`config.mk`:
```
export PLATFORM = sky130hd
export DESIGN_NAME = div_pipe_unit
export DESIGN_NICKNAME = d
export VERILOG_FILES = /design/src/rtl/div_pipe_unit.sv
export SDC_FILE = /design/constraint.sdc
export NUM_CORES = 2
export LEC_CHECK = 0
export ABC_AREA = 1
export BUFFER_PORTS_ARGS = -buffer_cell sky130_fd_sc_hd__buf_4
export CORE_ASPECT_RATIO = 1.2
export CORE_MARGIN = 1.5
export CORE_UTILIZATION = 53
export DETAILED_ROUTE_END_ITERATION = 10
export GPL_ROUTABILITY_DRIVEN = 0
export GPL_TIMING_DRIVEN = 0
export PLACE_DENSITY = 0.69
export SYNTH_ARGS = -nofsm -noshare
export SYNTH_HDL_FRONTEND = slang
export SYNTH_SLANG_ARGS = --single-unit
```
`constraint.sdc`:
```
create_clock -name clk -period 16.1 [get_ports clk]
set_clock_uncertainty 0.05 [all_clocks]
set_input_delay 3.22 -clock clk [delete_from_list [all_inputs] [get_ports clk]]
set_output_delay 3.22 -clock clk [all_outputs]
set_load 0.05 [all_outputs]
```
`src/rtl/div_pipe_unit.sv`:
```
// Eight-stage restoring divider for RV32M DIV/DIVU/REM/REMU.
// Each stage resolves four quotient bits, so one op is accepted per cycle and its result appears 8 cycles later.
module div_pipe_unit #(
   parameter int WIDTH          = 32,
   parameter int STAGES         = 8,
   parameter int BITS_PER_STAGE = 4
) (
   input  logic             clk,
   input  logic             rst,
   input  logic             in_valid,
   input  logic             in_signed,
   input  logic             in_get_rem,
   input  logic [4:0]       in_rd,
   input  logic [WIDTH-1:0] in_dividend,
   input  logic [WIDTH-1:0] in_divisor,
   output logic [6:0]       div_busy_0,
   output logic [6:0]       div_busy_1,
   output logic [6:0]       div_busy_2,
   output logic [6:0]       div_busy_3,
   output logic [6:0]       div_busy_4,
   output logic [6:0]       div_busy_5,
   output logic [6:0]       div_busy_6,
   output logic [6:0]       div_busy_7,
   output logic             out_valid,
   output logic [4:0]       out_rd,
   output logic [WIDTH-1:0] out_result
);

   localparam int LAST = STAGES - 1;

   function automatic logic [WIDTH-1:0] neg_if(input logic [WIDTH-1:0] v, input logic en);
      return en ? ({WIDTH{1'b0}} - v) : v;
   endfunction

   // State is {partial remainder, quotient/shift register}.
   function automatic logic [2*WIDTH:0] div_step(input logic [2*WIDTH:0] st,
                                                 input logic [WIDTH-1:0] d);
      logic [WIDTH:0]   r;
      logic [WIDTH-1:0] q;
      r = st[2*WIDTH:WIDTH];
      q = st[WIDTH-1:0];
      for (int i = 0; i < BITS_PER_STAGE; i++) begin
         r = {r[WIDTH-1:0], q[WIDTH-1]};
         q = {q[WIDTH-2:0], 1'b0};
         if (r >= {1'b0, d}) begin
            r    = r - {1'b0, d};
            q[0] = 1'b1;
         end
      end
      return {r, q};
   endfunction

   logic             vld_p     [STAGES];
   logic             sgn_p     [STAGES];
   logic             get_rem_p [STAGES];
   logic [4:0]       rd_p      [STAGES];
   logic             a_sign_p  [STAGES];
   logic             b_sign_p  [STAGES];
   logic             dbz_p     [STAGES];
   logic [WIDTH-1:0] dmag_p    [STAGES];
   logic [WIDTH:0]   rem_p     [STAGES];
   logic [WIDTH-1:0] q_p       [STAGES];

   logic [2*WIDTH:0] nxt [STAGES];
   logic [WIDTH-1:0] a_mag, b_mag;

   // Stage 0 input: magnitudes (0x80000000 maps to unsigned 2^31) and first four iterations
   assign a_mag = neg_if(in_dividend, in_signed & in_dividend[WIDTH-1]);
   assign b_mag = neg_if(in_divisor, in_signed & in_divisor[WIDTH-1]);

   always_comb begin
      nxt[0] = div_step({{(WIDTH+1){1'b0}}, a_mag}, b_mag);
      for (int k = 1; k < STAGES; k++)
         nxt[k] = div_step({rem_p[k-1], q_p[k-1]}, dmag_p[k-1]);
   end

   always_ff @(posedge clk) begin
      if (rst) begin
         for (int k = 0; k < STAGES; k++) begin
            vld_p[k]     <= 1'b0;
            sgn_p[k]     <= 1'b0;
            get_rem_p[k] <= 1'b0;
            rd_p[k]      <= '0;
            a_sign_p[k]  <= 1'b0;
            b_sign_p[k]  <= 1'b0;
            dbz_p[k]     <= 1'b0;
            dmag_p[k]    <= '0;
            rem_p[k]     <= '0;
            q_p[k]       <= '0;
         end
      end else begin
         vld_p[0]               <= in_valid;
         sgn_p[0]               <= in_signed;
         get_rem_p[0]           <= in_get_rem;
         rd_p[0]                <= in_rd;
         a_sign_p[0]            <= in_dividend[WIDTH-1];
         b_sign_p[0]            <= in_divisor[WIDTH-1];
         dbz_p[0]               <= (in_divisor == '0);
         dmag_p[0]              <= b_mag;
         {rem_p[0], q_p[0]}     <= nxt[0];
         // Stages 1..7: four more iterations each, control fields ride along
         for (int k = 1; k < STAGES; k++) begin
            vld_p[k]           <= vld_p[k-1];
            sgn_p[k]           <= sgn_p[k-1];
            get_rem_p[k]       <= get_rem_p[k-1];
            rd_p[k]            <= rd_p[k-1];
            a_sign_p[k]        <= a_sign_p[k-1];
            b_sign_p[k]        <= b_sign_p[k-1];
            dbz_p[k]           <= dbz_p[k-1];
            dmag_p[k]          <= dmag_p[k-1];
            {rem_p[k], q_p[k]} <= nxt[k];
         end
      end
   end

   // Output from stage 7. With a zero divisor the remainder magnitude equals |dividend|,
   // so the normal remainder sign fix already restores the original dividend.
   logic [WIDTH-1:0] quo, rmd;
   logic             q_neg, r_neg;

   assign q_neg = sgn_p[LAST] & (a_sign_p[LAST] ^ b_sign_p[LAST]);
   assign r_neg = sgn_p[LAST] & a_sign_p[LAST];
   assign quo   = dbz_p[LAST] ? {WIDTH{1'b1}} : neg_if(q_p[LAST], q_neg);
   assign rmd   = neg_if(rem_p[LAST][WIDTH-1:0], r_neg);

   assign out_valid  = vld_p[LAST];
   assign out_rd     = rd_p[LAST];
   assign out_result = vld_p[LAST] ? (get_rem_p[LAST] ? rmd : quo) : '0;

   assign div_busy_0 = {vld_p[0], 1'b0, rd_p[0]};
   assign div_busy_1 = {vld_p[1], 1'b0, rd_p[1]};
   assign div_busy_2 = {vld_p[2], 1'b0, rd_p[2]};
   assign div_busy_3 = {vld_p[3], 1'b0, rd_p[3]};
   assign div_busy_4 = {vld_p[4], 1'b0, rd_p[4]};
   assign div_busy_5 = {vld_p[5], 1'b0, rd_p[5]};
   assign div_busy_6 = {vld_p[6], 1'b0, rd_p[6]};
   assign div_busy_7 = {vld_p[7], 1'b0, rd_p[7]};

endmodule
```
==> metrics.cfg <==
[run_status]
status=finished, final reports clean

[sta]
fin_tns_setup_ps=0
rsz0062_at_grt=no
layout_min_cycle_time_ps=14990
setup_viol=0
timing.final.crit_share=0.931
slew_headroom=0.0137
hold_viol=0
max_freq_mhz=66.7
tightestPinTransition_ps=1480
slew_violations=0

[clock_tree]
clock_latency_ps=730
cts_hold_buf=0
h-tree-depth=3
cts_sinks=824
ctsLongestPathBuffers=3
cts_root_buf=clkbuf_16
cts_buffers=83
cts_tree=yes
clk_pin_slew_ps=70

[route]
drt_iter0_markers=9959
wire_per_inst_um=19.6
drt_pass1_iterations=7
vias_per_cell=5.82
drt-total-wl_mm=334
ant_nets=0
num_vias=99300
drc=0

[logic_synthesis]
mappedNetlistArea_mm2=0.0896
async_flop_share=0
seq_area_frac_synth=0.184
synth-warning-count=0
synthCells=14500
ys_ff_latch=824
synthDistinctLibCells=72
synth_edf_count=0
ys.flop_type=dfxtp_1
syn_area_per_cell_um2=6.18

[floorplan]
ios=168
core_mm2=0.168
num_rows=165
dieArea_mm2=0.172
chipWidth_um=378
initial_core_util=0.533
die_y_um=453

[setup_path]
critPathMostFrequentCell=nand2_1
crit_slowest_cell=ha_1
path_max_fanout=10
cp.required_ps=16620
critPathMaxStageDelay_ps=370
critPathKind=input pin to flip-flop
cp-start-kind=input pin
cp.arrival_ps=15510
cp-end-kind=flip-flop

[placed_design]
port_buffers=159
dp_hpwl_mm=275

[grt]
grt_pass1_vias=93500
antenna_found_initial=4
track_usage=0.376
grt_first_pass_wirelength_mm=508
grt_max_degree=17
grt_overflow=0

[final_layout]
fin_nets=15800
final_layout_size_suffix_gt1_frac=0.0439
area_delta_synth_final_pct=7.96

[hold_path]
hold_class=flip-flop to flip-flop

[flow_run]
maxCapViolations=0

[cells in the mapped netlist, types with 171 or more instances]
cell / number / area [µm²]
inv_1: 1969 / 7390
nand2_1: 3346 / 12600
clkbuf_1: 172 / 646
o21ai_0: 1100 / 5510
dfxtp_1: 824 / 16500
nor3_1: 171 / 856
xnor2_1: 503 / 4410
xor2_1: 385 / 3370
nand3_1: 612 / 3060
a21oi_1: 1292 / 6470
nor2_1: 1781 / 6690
ha_1: 998 / 12500
[worst paths after layout]
| check | start | end | slack (ps) | cells past startpoint |
|---|---|---|---|---|
| min reg2reg | nxt[74] | nxt[13] | 330 | 2 |
| max | in_dividend[1] | rem_p[259] | 1110 | 75 |
| min | nxt[74] | nxt[13] | 330 | 2 |
| max reg2reg | dmag_p[0][76] | rem_p[152] | 2760 | 60 |
[routing by layer]
| layer | GRT usage | share of wire |
|---|---|---|
| met5 | 0 | 0.000096 |
| met4 | 0.298 | 0.092 |
| met3 | 0.0668 | 0.089 |
| met2 | 0.609 | 0.44 |
| met1 | 0.436 | 0.38 |
[sequential cells by signal (all words and copies together) (netlist names)]
name / flops
sgn_p: 8
dbz_p: 8
dmag_p: 224
vld_p: 8
rd_p: 40
a_sign_p: 8
nxt: 196
q_p: 60
b_sign_p: 8
get_rem_p: 8
rem_p: 256
[worst max-delay path: cells and delay by family]
family                   cells  cell delay, ps
AO/OA/AOI/OAI               17            3260
AND/OR/NAND/NOR             43            5610
adder cells (fa/ha/maj)      5            1340
buffers and inverters       10            2070
[cells in the final DEF, fill, tap and decap left out, types with 103 or more instances in the layout]
master and instances:
clkbuf_1 178, a21oi_1 1292, nand2_1 3346, a21o_1 103, nor2_1 1781, ha_1 998
nand3_1 612, inv_1 1969, buf_4 188, nor3_1 171, o21ai_1 117, o21ai_0 1099
xnor2_1 503, dfxtp_1 824, nand4_1 141, xor2_1 385
[final cells by class]
cell class / instances / area (µm²)
plain buffers: 328 / 1580
repair buffers: 160 / 1200
multi-input cells: 11300 / 64100
well taps: 2254 / 2820
fillers: 16600 / 71500
clock inverters: 46 / 747
flip-flops and latches: 824 / 16500
inverters: 2000 / 7510
diodes: 5 / 12.5
clock buffers: 107 / 2310
[timing repair]
action	CTS	global route
resized for setup	0	3
endpoints found under the hold margin	0	0
setup buffers	0	1
setup endpoints to repair	0	33
[through the flow]
stage / utilization / hold slack (ps) / setup slack (ps) / instance area, µm² / cells
2_1_floorplan: - / 338 / 3900 / 89600 / 14500
3_3_place_gp: 0.557 / 340 / 466 / 93600 / 16900
3_5_place_dp: 0.557 / 342 / 342 / 93700 / 16900
4_1_cts: 0.575 / 330 / 1050 / 96700 / 17100
5_1_grt: 0.575 / 347 / 117 / 96700 / 17100
6_report: 0.575 / 326 / 1110 / 96700 / 17100
[logic make-up after synthesis]
logic type,after synthesis,share of synthesized area
simple gates,6335,0.292
other cells,1,0.0000418
flops,824,0.184
fa+ha+maj,1029,0.146
buf+inv,2328,0.101
xor+xnor,889,0.0871
compound gates,3086,0.189
Power is not shown: default switching activity piles up to over one toggle a cycle in this logic, so the estimate is an artifact.
